<file path="config.mk">
export PLATFORM = sky130hd
export DESIGN_NAME = iir_cas_sched
export DESIGN_NICKNAME = d
export VERILOG_FILES = /design/src/rtl/iir_cas_pkg.sv /design/src/rtl/iir_cas_sched_mac.sv /design/src/rtl/iir_cas_sched.sv
export SDC_FILE = /design/constraint.sdc
export NUM_CORES = 1
export LEC_CHECK = 0
export CORE_UTILIZATION = 44
export CTS_BUF_LIST = sky130_fd_sc_hd__clkbuf_16
export CTS_CLUSTER_DIAMETER = 30
export DETAILED_ROUTE_END_ITERATION = 8
export GPL_TIMING_DRIVEN = 0
export PLACE_DENSITY = 0.71
export SETUP_SLACK_MARGIN = 0.05
export SYNTH_ARGS = -nofsm -noshare
export SYNTH_HDL_FRONTEND = slang
export SYNTH_SLANG_ARGS = --single-unit
</file>
<file path="constraint.sdc">
create_clock -name clk -period 13.5 [get_ports clk]
set_clock_uncertainty 0.05 [all_clocks]
set_input_delay 4.05 -clock clk [delete_from_list [all_inputs] [get_ports clk]]
set_output_delay 4.05 -clock clk [all_outputs]
set_load 0.01 [all_outputs]
</file>
<file path="src/rtl/iir_cas_pkg.sv">
// Shared constants, FSM encoding and coefficient-address decode for the
// time-multiplexed biquad cascade.
package iir_cas_pkg;

  localparam int COEF_FRAC_DEFAULT = 11;
  localparam int NTAPS             = 5;

  localparam logic [2:0] TAP_B0 = 3'd0;
  localparam logic [2:0] TAP_B1 = 3'd1;
  localparam logic [2:0] TAP_B2 = 3'd2;
  localparam logic [2:0] TAP_A1 = 3'd3;
  localparam logic [2:0] TAP_A2 = 3'd4;

  typedef enum logic [1:0] {
    ST_IDLE,
    ST_MAC,
    ST_WB,
    ST_DONE
  } state_e;

  // cfg_addr = stage*5 + tap
  function automatic logic [5:0] cfg_stage(input logic [5:0] addr);
    return addr / 6'd5;
  endfunction

  function automatic logic [2:0] cfg_tap(input logic [5:0] addr);
    return 3'(addr % 6'd5);
  endfunction

endpackage

</file>
<file path="src/rtl/iir_cas_sched_mac.sv">
// Single signed CW x DW multiplier feeding an AW-bit accumulator; clr restarts
// the sum with the current product, subtract negates the product.
module iir_mac
  #(
    parameter int CW = 13,
    parameter int DW = 12,
    parameter int AW = 28
  ) (
    input  logic                 clk,
    input  logic                 rst,
    input  logic                 clr,
    input  logic                 en,
    input  logic                 subtract,
    input  logic signed [CW-1:0] coef,
    input  logic signed [DW-1:0] data,
    output logic signed [AW-1:0] acc
  );

  logic signed [CW+DW-1:0] prod;
  logic signed [AW-1:0]    prod_ext;
  logic signed [AW-1:0]    base;
  logic signed [AW-1:0]    acc_q;
  logic signed [AW-1:0]    acc_d;

  assign prod     = coef * data;
  assign prod_ext = {{(AW-CW-DW){prod[CW+DW-1]}}, prod};
  assign base     = clr ? '0 : acc_q;
  assign acc_d    = subtract ? (base - prod_ext) : (base + prod_ext);
  assign acc      = acc_q;

  always_ff @(posedge clk) begin
    if (rst) begin
      acc_q <= '0;
    end else if (en) begin
      acc_q <= acc_d;
    end
  end

endmodule

</file>
<file path="src/rtl/iir_cas_sched.sv">
// Scheduler for NSEC cascaded biquads sharing one MAC: 5 MAC cycles plus one
// writeback cycle per stage, then a one-cycle DONE strobe.
module iir_cas_sched
  import iir_cas_pkg::*;
  #(
    parameter int NSEC      = 2,
    parameter int DW        = 12,
    parameter int CW        = 13,
    parameter int COEF_FRAC = COEF_FRAC_DEFAULT,
    parameter int AW        = 28
  ) (
    input  logic          clk,
    input  logic          rst,
    input  logic          in_valid,
    input  logic [DW-1:0] in_data,
    input  logic          cfg_we,
    input  logic [5:0]    cfg_addr,
    input  logic [CW-1:0] cfg_data,
    input  logic          clr_state,
    output logic          out_valid,
    output logic [DW-1:0] out_data,
    output logic          busy,
    output logic          sat_flag,
    output logic          overrun,
    output logic          cfg_err
  );

  // Handshake: in_valid/out_valid are one-cycle strobes with no ready; an
  // in_valid is taken only in IDLE, anywhere else it is dropped and recorded.
  localparam int SW = (NSEC > 1) ? $clog2(NSEC) : 1;
  localparam logic signed [AW-1:0] Y_MAX  = (AW'(1) <<< (DW-1)) - AW'(1);
  localparam logic signed [AW-1:0] Y_MIN  = -(AW'(1) <<< (DW-1));
  localparam logic signed [CW-1:0] B0_ONE = CW'(1 << COEF_FRAC);

  state_e              state_q, state_d;
  logic [SW-1:0]       stage_q, stage_d;
  logic [2:0]          tap_q, tap_d;
  logic                accept, wb, mac_en, mac_clr, last_stage;

  logic signed [CW-1:0] coef_q [NSEC][NTAPS];
  logic signed [DW-1:0] x1_q [NSEC];
  logic signed [DW-1:0] x2_q [NSEC];
  logic signed [DW-1:0] y1_q [NSEC];
  logic signed [DW-1:0] y2_q [NSEC];
  logic signed [DW-1:0] x_cur_q, out_data_q;
  logic                 sat_q, overrun_q, cfg_err_q;

  logic                 cfg_ok;
  logic [SW-1:0]        wr_stage;
  logic [2:0]           wr_tap;
  logic signed [DW-1:0] mac_data;
  logic signed [CW-1:0] mac_coef;
  logic signed [AW-1:0] mac_acc, y_full;
  logic signed [DW-1:0] y_sat;
  logic                 y_clip;

  assign last_stage = (stage_q == SW'(NSEC - 1));

  always_comb begin
    state_d = state_q;
    stage_d = stage_q;
    tap_d   = tap_q;
    accept  = 1'b0;
    wb      = 1'b0;
    mac_en  = 1'b0;
    mac_clr = 1'b0;
    case (state_q)
      ST_IDLE: begin
        if (in_valid) begin
          accept  = 1'b1;
          state_d = ST_MAC;
          stage_d = '0;
          tap_d   = TAP_B0;
        end
      end
      ST_MAC: begin
        mac_en  = 1'b1;
        mac_clr = (tap_q == TAP_B0);
        if (tap_q == TAP_A2) state_d = ST_WB;
        else                 tap_d   = tap_q + 3'd1;
      end
      ST_WB: begin
        wb = 1'b1;
        if (last_stage) begin
          state_d = ST_DONE;
        end else begin
          stage_d = stage_q + SW'(1);
          tap_d   = TAP_B0;
          state_d = ST_MAC;
        end
      end
      default: state_d = ST_IDLE;
    endcase
  end

  always_ff @(posedge clk) begin
    if (rst) begin
      state_q <= ST_IDLE;
      stage_q <= '0;
      tap_q   <= TAP_B0;
    end else begin
      state_q <= state_d;
      stage_q <= stage_d;
      tap_q   <= tap_d;
    end
  end

  // Operand select on {stage, tap}; a2 is the only subtracted product.
  always_comb begin
    mac_data = x_cur_q;
    case (tap_q)
      TAP_B1:  mac_data = x1_q[stage_q];
      TAP_B2:  mac_data = x2_q[stage_q];
      TAP_A1:  mac_data = y1_q[stage_q];
      TAP_A2:  mac_data = y2_q[stage_q];
      default: mac_data = x_cur_q;
    endcase
  end

  assign mac_coef = coef_q[stage_q][tap_q];

  iir_mac #(.CW(CW), .DW(DW), .AW(AW)) u_mac (
    .clk      (clk),
    .rst      (rst),
    .clr      (mac_clr),
    .en       (mac_en),
    .subtract (tap_q == TAP_A2),
    .coef     (mac_coef),
    .data     (mac_data),
    .acc      (mac_acc)
  );

  always_comb begin
    y_full = mac_acc >>> COEF_FRAC;
    y_clip = 1'b0;
    y_sat  = y_full[DW-1:0];
    if (y_full > Y_MAX) begin
      y_sat  = Y_MAX[DW-1:0];
      y_clip = 1'b1;
    end else if (y_full < Y_MIN) begin
      y_sat  = Y_MIN[DW-1:0];
      y_clip = 1'b1;
    end
  end

  assign wr_stage = SW'(cfg_stage(cfg_addr));
  assign wr_tap   = cfg_tap(cfg_addr);
  // A write colliding with an accepted sample loses to the sample.
  assign cfg_ok   = cfg_we && (state_q == ST_IDLE) && !in_valid &&
                    (cfg_addr < 6'(NTAPS * NSEC));

  always_ff @(posedge clk) begin
    if (rst) begin
      for (int s = 0; s < NSEC; s++) begin
        for (int t = 0; t < NTAPS; t++) coef_q[s][t] <= (t == 0) ? B0_ONE : '0;
        x1_q[s] <= '0;
        x2_q[s] <= '0;
        y1_q[s] <= '0;
        y2_q[s] <= '0;
      end
      x_cur_q    <= '0;
      out_data_q <= '0;
      sat_q      <= 1'b0;
      overrun_q  <= 1'b0;
      cfg_err_q  <= 1'b0;
    end else begin
      cfg_err_q <= cfg_we && !cfg_ok;
      if (in_valid && (state_q != ST_IDLE)) overrun_q <= 1'b1;
      if (accept) x_cur_q <= in_data;
      if (cfg_ok) coef_q[wr_stage][wr_tap] <= cfg_data;
      if ((state_q == ST_IDLE) && clr_state) begin
        for (int s = 0; s < NSEC; s++) begin
          x1_q[s] <= '0;
          x2_q[s] <= '0;
          y1_q[s] <= '0;
          y2_q[s] <= '0;
        end
      end
      if (wb) begin
        x2_q[stage_q] <= x1_q[stage_q];
        x1_q[stage_q] <= x_cur_q;
        y2_q[stage_q] <= y1_q[stage_q];
        y1_q[stage_q] <= y_sat;
        x_cur_q       <= y_sat;
        if (y_clip) sat_q <= 1'b1;
        if (last_stage) out_data_q <= y_sat;
      end
    end
  end

  assign out_valid = (state_q == ST_DONE);
  assign busy      = (state_q == ST_MAC) || (state_q == ST_WB);
  assign out_data  = out_data_q;
  assign sat_flag  = sat_q;
  assign overrun   = overrun_q;
  assign cfg_err   = cfg_err_q;

endmodule

</file>
* Yosys cells after proc, flatten, opt, wreduce, memory -nomap -nowiden
Memories as Yosys holds them, arrays and structs flattened. A register that Yosys moved wholly into a read port is not among the register bits.
Cells that the tools add are included.
** Word-level totals
- Bits in registers :: 61
- Bits in writable memories :: 226
- Output and inout port bits :: 17
- Logic and storage cells :: 148
- Memories kept :: 5
** Cells by class
- Add/sub/neg operators :: 4
- Multipliers :: 1
- Divide/modulo/power cells :: 2
- Order comparisons :: 6
- Equality and inequality tests :: 11
- Muxes and demuxes :: 74
- Bitwise logic cells :: 10
- Reduce and logical (&&, ||, !) cells :: 26
** Memories
- coef_q :: words 2, width 65, rd ports 1, clocked after Yosys merged registers in 1, write ports 2, line iir_cas_sched.sv:40 : logic signed [CW-1:0] coef_q [NSEC][NTAPS];
- x1_q :: words 2, width 12, rd ports 1, clocked after Yosys merged registers in 1, write ports 2, line iir_cas_sched.sv:41 : logic signed [DW-1:0] x1_q [NSEC];
- x2_q :: words 2, width 12, rd ports 1, clocked after Yosys merged registers in 1, write ports 2, line iir_cas_sched.sv:42 : logic signed [DW-1:0] x2_q [NSEC];
- y1_q :: words 2, width 12, rd ports 1, clocked after Yosys merged registers in 1, write ports 2, line iir_cas_sched.sv:43 : logic signed [DW-1:0] y1_q [NSEC];
- y2_q :: words 2, width 12, rd ports 1, clocked after Yosys merged registers in 1, write ports 2, line iir_cas_sched.sv:44 : logic signed [DW-1:0] y2_q [NSEC];
** Operators by type and width (number)
- 65-bit 2-to-1 mux :: 3
- 12-bit 2-to-1 mux :: 16
- 65-bit OR reduction :: 1
- 28-bit 2-to-1 mux :: 2
- 12-bit one-hot mux with 4 select lines :: 1
- 12-bit OR reduction :: 4
- 13-bit binary-select mux with 3-bit select :: 1
- 13-bit demux with 3-bit select :: 1
- 13-bit 2-to-1 mux :: 3
- 1-bit 2-to-1 mux :: 38
- 28-bit by 25-bit adder with 28-bit output :: 1
- 28-bit by 25-bit subtractor with 28-bit output :: 1
- 13-bit by 12-bit multiplier with 25-bit output :: 1
- 17-bit by 12-bit > comparator with 1-bit output (second input constant) :: 1
- 17-bit by 12-bit less-than comparator with 1-bit output (second input constant) :: 1
- 3-bit 2-to-1 mux :: 3
- 3-bit one-hot mux with 3 select lines :: 1
- 4-bit >= comparator (second input constant) :: 2
- 3-bit NOT with 4-bit output :: 2
- 1-bit bitwise OR :: 8
- 2-bit AND reduction :: 4
- 1-bit logical AND :: 7
- 6-bit by 3-bit divider with 6-bit output (second input constant) :: 1
- 3-bit by 2-bit equality test with 1-bit output (second input constant) :: 2
- other kinds (21) :: 29

* Depth between registers and ports, before layout
Gate-level depths: netlist of the first run.
- Depth after elaboration :: 9
- Mapped depth :: 44
- Mapped depth without buffers :: 39

* Cells and area by module
Synthesis of the first run repeated with hierarchy kept, for this count alone.
** Second synthesis, totals
- Cell total of the unflattened synthesis :: 2013
- Area total of the unflattened synthesis :: 21135.3 µm²
** By module, submodules not included
- iir_cas_sched :: times used 1, cells each 926, area an instance 12061.6 µm²
- iir_mac :: times used 1, cells each 1087, area an instance 9073.7 µm²

* Worst setup path before layout of the first run
OpenSTA, ideal clock, no wires.
- Path kind :: flip-flop to flip-flop
- Start point :: register tap_q[1]
- End point :: register u_mac.acc_q[27], in the netlist u_mac.acc[27]
- Data arrival time :: 9.818 ns
- Required time :: 13.333 ns
- Path slack :: 3.515 ns
- Cell stages (with the launch flop) :: 39
- Period minus slack after synthesis :: 9.985 ns
- Cell sequence :: dfxtp_1 -> inv_2 -> buf_1 -> ha_1 -> buf_4 -> and2_1 -> clkbuf_1 -> buf_1 -> a22oi_1 -> a21oi_1 -> nor2_1 -> o21ai_0 -> clkbuf_1 -> nand2_1 -> fa_1 -> fa_1 -> fa_1 -> inv_1 -> [... 3 more ...] -> inv_1 -> ha_1 -> or4_1 -> o21ai_2 -> o311ai_4 -> and4_1 -> nor3_4 -> o2111ai_2 -> or3_1 -> nor4_1 -> nor2_1 -> xor2_1 -> ha_1 -> or4_1 -> o41ai_4 -> xnor2_1 -> o221ai_2 -> a32o_1
** Between the ends
- Longest elaborated chain between the ends :: 7
- Elaborated cells between the ends (all ways) :: 16
- Those cells by class :: 2 x add/sub; 1 x mul; 4 x eq/ne; 7 x mux; 1 x bitwise; 1 x reduce/logical
** RTL lines
- start, declared :: line iir_cas_sched.sv:37 : logic [2:0] tap_q, tap_d;
- start signal, assigned :: line iir_cas_sched.sv:104 : tap_q <= tap_d;
- 3-bit NOT with 4-bit output (not written as such) :: line iir_cas_sched.sv:120 : assign mac_coef = coef_q[stage_q][tap_q];
- 13-bit binary-select mux with 3-bit select :: line iir_cas_sched.sv:120
- 13-bit 2-to-1 mux (not written as such) (2 in a row) :: line iir_cas_sched.sv:120
- 13-bit by 12-bit multiplier with 25-bit output :: line iir_cas_sched_mac.sv:25 : assign prod = coef * data;
- 28-bit by 25-bit adder with 28-bit output / 28-bit by 25-bit subtractor with 28-bit output (equally long branches) :: line iir_cas_sched_mac.sv:28 : assign acc_d = subtract ? (base - prod_ext) : (base + prod_ext);
- 28-bit 2-to-1 mux (*) :: line iir_cas_sched_mac.sv:28
- end signal, assigned :: line iir_cas_sched_mac.sv:33 : acc_q <= '0;
- end signal, assigned :: line iir_cas_sched_mac.sv:35 : acc_q <= acc_d;
- end, declared :: line iir_cas_sched_mac.sv:22 : logic signed [AW-1:0] acc_q;
Every way passes the cells marked *; elsewhere a longest branch is shown, timed or not. The select of a mux whose other input is x is not followed.
A chain may end at the register's enable or synchronous reset.

* Final worst setup path of the first run
Same ends and word-level chain as after synthesis.

==> results of run 1 <==
==> stage by stage <==
stage	worst slack (ns)	utilization [%]	cells	cell area, um^2	hold slack, ns
floorplan	3.51	-	1998	20900	0.386
global placement	1.28	47.5	2657	22200	0.385
detailed placement	1.08	47.7	2661	22300	0.389
CTS	1.06	51.4	2751	24000	0.401
global route	0.416	51.4	2751	24000	0.415
finish	0.945	51.4	2751	24000	0.397
==> path summary, 6_finish.rpt <==
kind,startpoint,end,slack [ns],depth (start not counted)
worst min register to register,out_data[4]$_SDFFE_PP0P_,out_data[4]$_SDFFE_PP0P_,0.40,1
worst max-delay path,tap_q[1]$_SDFFE_PP0P_,u_mac.acc[27]$_SDFFE_PP0P_,0.95,38
worst max register to register,tap_q[1]$_SDFFE_PP0P_,u_mac.acc[27]$_SDFFE_PP0P_,0.95,38
worst min-delay path,out_data[4]$_SDFFE_PP0P_,out_data[4]$_SDFFE_PP0P_,0.40,1
==> sequential cells by signal, summed over array words and instances (netlist names), 2 cells and up, named ones only <==
| signal | flops |
|---|---|
| coef_q | 130 |
| u_mac.acc | 28 |
| x1_q | 24 |
| x2_q | 24 |
| y1_q | 24 |
| y2_q | 24 |
| out_data | 12 |
| x_cur_q | 12 |
| tap_q | 3 |
| state_q | 2 |
==> layer usage <==
layer / wire length [um] / global-route usage (%)
met2: 26800 / 39.2
met1: 23400 / 31.2
met3: 4290 / 4.38
met4: 1270 / 7.08
met5: 0 / 0
==> synth_stat cells, types with 7 or more instances <==
master and number:
mux2_2 8, nor2b_1 24, xor2_1 17, a221oi_1 7, mux2i_1 82, clkbuf_1 62, nor2_1 214, o21a_1 14
nor4_1 8, o21ai_1 10, and2_1 115, edfxtp_1 226, nor3_1 21, dfxtp_1 62, o21ai_0 50, a31oi_1 12
mux4_2 27, o22ai_1 20, a21oi_1 67, buf_1 9, nand2_1 146, and3_1 26, nand3_1 16, a211oi_1 19
xnor2_1 44, a21o_1 31, inv_1 236, ha_1 93, fa_1 150, nand2b_1 26, buf_2 13, a22oi_1 7
==> cell type report <==
class | count | area, um^2
fill | 4051 | 22700
multi-input combinational | 1377 | 11600
sequential | 288 | 8030
clock buffer | 49 | 1230
inverter | 241 | 905
tap | 607 | 759
timing repair buffer | 56 | 589
clock inverter | 41 | 533
buffer | 92 | 403
==> critical path: cells and delay by family (launching register included) <==
kind	cells	cell delay, ns
XOR/XNOR	3	0.61
AND/OR/NAND/NOR	10	2.47
adder cells (fa/ha/maj)	8	3.45
flip-flops	1	0.36
buffers and inverters	9	2.90
AO/OA/AOI/OAI	8	2.59
==> cells by family after synthesis <==
logic type	Yosys count	share of synthesized area (%)
AOI/OAI and AO/OA	312	10.3
xor gates and xnor gates	63	2.79
buffers and inverters	333	6.25
DFF	288	38.4
and+or+nand+nor	641	15.0
muxes	118	7.31
adders and majority gates	243	19.9
==> impl_metrics.toml, run 1 <==
[status]
status = "finished, violations left"
violations = "design-rule violations"

[critical_path]
crit_slowest_cell = "buf_1"
cp.arrival_ns = 12.95
cp_max_fo = 11
cp_slowest_stage_delay_ns = 0.88
cp-start-kind = "flop"
endpoint_kind = "flop"
critPathMostFrequentCell = "fa_1"
critPathKind = "reg2reg"
cp.required_ns = 13.89

[synth]
async_flop_share_pct = 0
synth_nets = 2277
synth_seq_cells = 288
yosysTopAreaCellShare_pct = 32.4
synth_area_um2 = 20900
synth.distinct_cells = 91
ys.flop_type = "edfxtp_1"
ys_seq_area_share_pct = 38.4
yosys.area.top_type = "edfxtp_1"
synthTopCellsByArea = "edfxtp_1 32%, fa_1 14%, dfxtp_1 5.9%"
syn_inst = 1998
syn_avg_cell_area_um2 = 10.5
synth_edf_count = 226
yosys_warnings = 0

[cts]
cts-root-buf = "clkbuf_16"
cts_resized = 0
cts_hold_buf = 0
tritoncts = "built"
cts_made_buffers = 48
clock_latency_ns = 0.58
cts_max_level = 2
cts_buffer_depth = 3
cts_sinks = 288
post_cts_buffers = 0
clkSlewWorstSetupHoldPaths_ns = 0.05

[final_layout]
final_nets = 2383
diodes = 0
drive_gt1_share_pct = 8.35
area_growth_syn_to_layout_pct = 14.9
layout_common_cells = "239 x inv_1, 226 x edfxtp_1, 214 x nor2_1"
final_common_cell = "inv_1"

[route]
routed_wl_um = 55700
avgRoutedWirePerCell_um = 20.3
first_pass_iters = 7
drc = 4
via_count = 15600
drtIter0Drc = 1284
postRouteAntennaNets = 0
via_per_inst = 5.68

[timing]
worstMarginPinSlew_ns = 1.39
finalCritPeriodShare_pct = 93.0
slew_headroom_pct = 6.92
fin_tns_setup_ns = 0
fmax_mhz = 79.7
hold_viol = 0
setup_viol = 0
slew_violations = 0
fin_crit_ns = 12.55
rsz0062_at_grt = "no"

[flow_run]
max-cap-violations = 0

[floorplanning]
die_area_um2 = 48400
die_w_um = 220
initial_core_util_pct = 44.8
std_cell_rows = 79
die_h_um = 220
coreArea_um2 = 46800
io_pins = 53

[placement]
place_congestion = 0.938
port_buffers = 52
hpwl_um = 41400

[global_routing]
grtUsageTotal_pct = 23.6
grt_overflow = 0
grt_pass1_wl_um = 87700
grt_pass1_vias = 15800
antenna_found_initial = 0
grt_max_degree = 36

[min_path]
hp-class = "reg2reg"
Power of run 1 is not shown: default switching activity piles up to over one toggle a cycle in this logic, so the estimate is an artifact.
==> inputs of run 2 (changes only) <==
PLACE_DENSITY = not set   (was 0.71)
PLACE_DENSITY_LB_ADDON = 0.05   (was not set)
==> impl_metrics.toml, run 2 (same netlist as run 1, synthesis figures left out) <==
[status]
status = "finished, final reports clean"

[timing]
worstMarginPinSlew_ns = 1.22
rsz0062_at_grt = "no"
fin_crit_ns = 12.51
slew_headroom_pct = 18.1
slew_violations = 0
finalCritPeriodShare_pct = 92.7
fin_tns_setup_ns = 0
fmax_mhz = 79.9
setup_viol = 0
hold_viol = 0

[route]
via_count = 15200
postRouteAntennaNets = 0
drc = 0
routed_wl_um = 57900
drtIter0Drc = 964
avgRoutedWirePerCell_um = 20.7
via_per_inst = 5.43
first_pass_iters = 5

[global_routing]
grtUsageTotal_pct = 24.7
use_met1_pct = 32.3
grt_use_met3_pct = 4.51
grt_overflow = 0
grt_max_degree = 31
grt.busiest_layer = "met2"
antenna_found_initial = 1
grt_pass1_vias = 15500
met2_usage_pct = 41.7
grt_pass1_wl_um = 88600

[final_layout]
layout_common_cells = "250 x inv_1, 226 x edfxtp_1, 213 x nor2_1"
fillers = 4240
final_common_cell = "inv_1"
fin_area_um2 = 24600
diodes = 0
area_growth_syn_to_layout_pct = 17.6
drive_gt1_share_pct = 9.15
regMostFlops = "coef_q"
final_nets = 2408
largest_reg_flops = 130

[flow_run]
max-cap-violations = 0

[floorplanning]
std_cell_rows = 79
io_pins = 53
die_w_um = 220
die_area_um2 = 48400
initial_core_util_pct = 44.8
die_h_um = 220
coreArea_um2 = 46800

[cts]
cts_max_level = 3
clkSlewWorstSetupHoldPaths_ns = 0.04
clock_latency_ns = 0.58
cts_made_buffers = 72
cts_sinks = 288
tritoncts = "built"
cts_buffer_depth = 3
post_cts_buffers = 0
cts_hold_buf = 0
cts_resized = 0
cts-root-buf = "clkbuf_16"

[placement]
place_congestion = 0.852
hpwl_um = 43300
placed_area_um2 = 22300
port_buffers = 52

[critical_path]
cp.arrival_ns = 12.92
cp.required_ns = 13.91
cp_max_fo = 11
critPathMostFrequentCell = "fa_1"
cp_top_family = "adder cells"
cp_slowest_stage_delay_ns = 0.82
cp.buffers_inverters = 9
cp-start-kind = "flop"
endpoint_kind = "flop"
crit_slowest_cell = "buf_1"
critPathKind = "reg2reg"

[min_path]
hp-class = "reg2reg"
==> run 2: cell types whose count changed in the layout (fill, tap and decap cells not counted) <==
cell and change:
clkbuf_16 +25, inv_1 +11, clkinv_1 +10, clkinv_2 +8, clkinvlp_4 -5, bufinv_16 -4, inv_6 -3, inv_8 -3
clkinv_8 +2, inv_16 -2, buf_8 +1, clkinv_16 +1, nor2_1 -1, nor2_2 +1
==> run 2: cell type report <==
class | instances | area (um^2) | area share [%]
Sequential cell | 288 | 8030 | 32.6
Inverter | 241 | 905 | 3.68
Tap cell | 607 | 759 | 3.09
Timing Repair Buffer | 57 | 604 | 2.46
Clock buffer | 74 | 1850 | 7.52
Buffer | 92 | 403 | 1.64
Clock inverter | 56 | 457 | 1.86
Multi-Input combinational cell | 1377 | 11600 | 47.1
==> run 2: layer usage <==
| layer | routed length, um | vias up | part of all wire [%] |
|---|---|---|---|
| li1 | - | 7133 | - |
| met2 | 28000 | 343 | 48 |
| met4 | 1330 | 0 | 2.3 |
| met3 | 3050 | 79 | 5.3 |
| met1 | 25500 | 7606 | 44 |
| met5 | 0 | - | 0 |
==> run 2: path summary, 6_finish.rpt <==
| path | cells past startpoint | from | endpoint | slack (ns) |
|---|---|---|---|---|
| worst max-delay path | 38 | tap_q[1]$_SDFFE_PP0P_ | u_mac.acc[27]$_SDFFE_PP0P_ | 0.99 |
| worst min-delay path | 1 | out_data[7]$_SDFFE_PP0P_ | out_data[7]$_SDFFE_PP0P_ | 0.39 |
| worst max register to register | 38 | tap_q[1]$_SDFFE_PP0P_ | u_mac.acc[27]$_SDFFE_PP0P_ | 0.99 |
| worst min register to register | 1 | out_data[7]$_SDFFE_PP0P_ | out_data[7]$_SDFFE_PP0P_ | 0.39 |
==> run 2: per-stage QoR <==
step / hold WS (ns) / instances / util (%) / setup slack (ns)
2_1_floorplan: 0.386 / 1998 / - / 3.51
3_3_place_gp: 0.383 / 2657 / 47.5 / 1.06
3_5_place_dp: 0.388 / 2662 / 47.7 / 0.966
4_1_cts: 0.398 / 2792 / 52.6 / 0.956
5_1_grt: 0.423 / 2792 / 52.6 / 0.292
6_report: 0.393 / 2792 / 52.6 / 0.989
==> run 2: worst register-to-register path, delay by kind of cell (launching register included) <==
family,cells,cell delay [ns]
buffers and inverters,9,2.90
adders and majority gates,8,3.47
DFF,1,0.34
and+or+nand+nor,10,2.41
AOI/OAI and AO/OA,8,2.66
xor gates and xnor gates,3,0.59
Power of run 2 is left out for the same reason.
==> inputs of run 3 (changes only) <==
CTS_CLUSTER_DIAMETER = 50   (was 30)
==> impl_metrics.toml, run 3 (same netlist as run 1, synthesis figures left out) <==
[global_routing]
grt_overflow = 0
grt_pass1_wl_um = 87500
antenna_found_initial = 1
grtUsageTotal_pct = 24.3
grt_max_degree = 31
grt_pass1_vias = 15200

[critical_path]
crit_slowest_cell = "o21ai_0"
cp-start-kind = "flop"
critPathMostFrequentCell = "fa_1"
critPathKind = "reg2reg"
reg2reg_depth = 38
cp.arrival_ns = 12.90
cp_max_fo = 11
cp_slowest_stage_delay_ns = 0.84
endpoint_kind = "flop"
cp.required_ns = 13.90

[floorplanning]
die_w_um = 220
initial_core_util_pct = 44.8
io_pins = 53
coreArea_um2 = 46800
die_h_um = 220
die_area_um2 = 48400
std_cell_rows = 79

[cts]
cts_max_level = 2
post_cts_buffers = 0
cts_made_buffers = 37
clock_latency_ns = 0.56
cts_hold_buf = 0
tritoncts = "built"
cts-root-buf = "clkbuf_16"
cts_sinks = 288
clkSlewWorstSetupHoldPaths_ns = 0.06
cts_resized = 0
cts_buffer_depth = 3

[placement]
hpwl_um = 43300
pre_cts_ws_ns = 0.966
port_buffers = 52
place_congestion = 0.852

[timing]
slew_headroom_pct = 16.8
setup_slack_ns = 1.00
fin_crit_ns = 12.50
rsz0062_at_grt = "no"
finalCritPeriodShare_pct = 92.6
slew_violations = 0
fin_tns_setup_ns = 0
setup_viol = 0
hold_viol = 0
worstMarginPinSlew_ns = 1.24
fmax_mhz = 80.0

[min_path]
holdPathStages = 1
hp-class = "reg2reg"

[final_layout]
final_common_cell = "inv_1"
drive_gt1_share_pct = 7.25
area_growth_syn_to_layout_pct = 12.3
layout_common_cells = "242 x inv_1, 226 x edfxtp_1, 213 x nor2_1"
regMostFlops = "coef_q"
diodes = 0
largest_reg_flops = 130
final_nets = 2373

[status]
status = "finished, final reports clean"

[route]
via_per_inst = 5.47
postRouteAntennaNets = 0
drtIter0Drc = 862
via_count = 14900
first_pass_iters = 5
avgRoutedWirePerCell_um = 20.9
routed_wl_um = 57200
drc = 0

[flow_run]
max-cap-violations = 0
==> run 3: per-layer routing <==
metal	vias up	wire length [um]	track usage (%)
li1	7040	-	-
met1	7479	25100	32.2
met2	342	27800	41.5
met3	63	3040	3.81
met4	0	1210	6.41
met5	-	0	0
==> run 3: layout make-up <==
class,count,area [um^2]
timing repair buffer,57,604
clock inverter,30,241
buffer,92,403
multi-input combinational,1377,11600
inverter,241,905
tap,607,759
clock buffer,38,951
fill,4346,23300
sequential,288,8030
==> run 3: metrics by stage <==
| step | instances | hold slack (ns) | instance area [um^2] | util (%) |
|---|---|---|---|---|
| after global placement | 2657 | 0.383 | 22200 | 47.5 |
| after global routing | 2730 | 0.427 | 23500 | 50.3 |
| after CTS | 2730 | 0.401 | 23500 | 50.3 |
| after floorplan | 1998 | 0.386 | 20900 | - |
| after detailed placement | 2662 | 0.388 | 22300 | 47.7 |
| final | 2730 | 0.396 | 23500 | 50.3 |
==> run 3: final timing paths <==
kind | start | endpoint | slack (ns)
setup / recovery | tap_q[1]$_SDFFE_PP0P_ | u_mac.acc[27]$_SDFFE_PP0P_ | 1.00
hold / removal | out_data[7]$_SDFFE_PP0P_ | out_data[7]$_SDFFE_PP0P_ | 0.40
setup reg to reg | tap_q[1]$_SDFFE_PP0P_ | u_mac.acc[27]$_SDFFE_PP0P_ | 1.00
hold reg to reg | out_data[7]$_SDFFE_PP0P_ | out_data[7]$_SDFFE_PP0P_ | 0.40
==> run 3: critical path: cells and delay by family, from the launching register on <==
kind / cells / cell delay [ns]
simple gates: 10 / 2.40
buf+inv: 9 / 2.82
xor+xnor: 3 / 0.59
fa+ha+maj: 8 / 3.47
compound gates: 8 / 2.69
flops: 1 / 0.35
Power of run 3 is left out for the same reason.
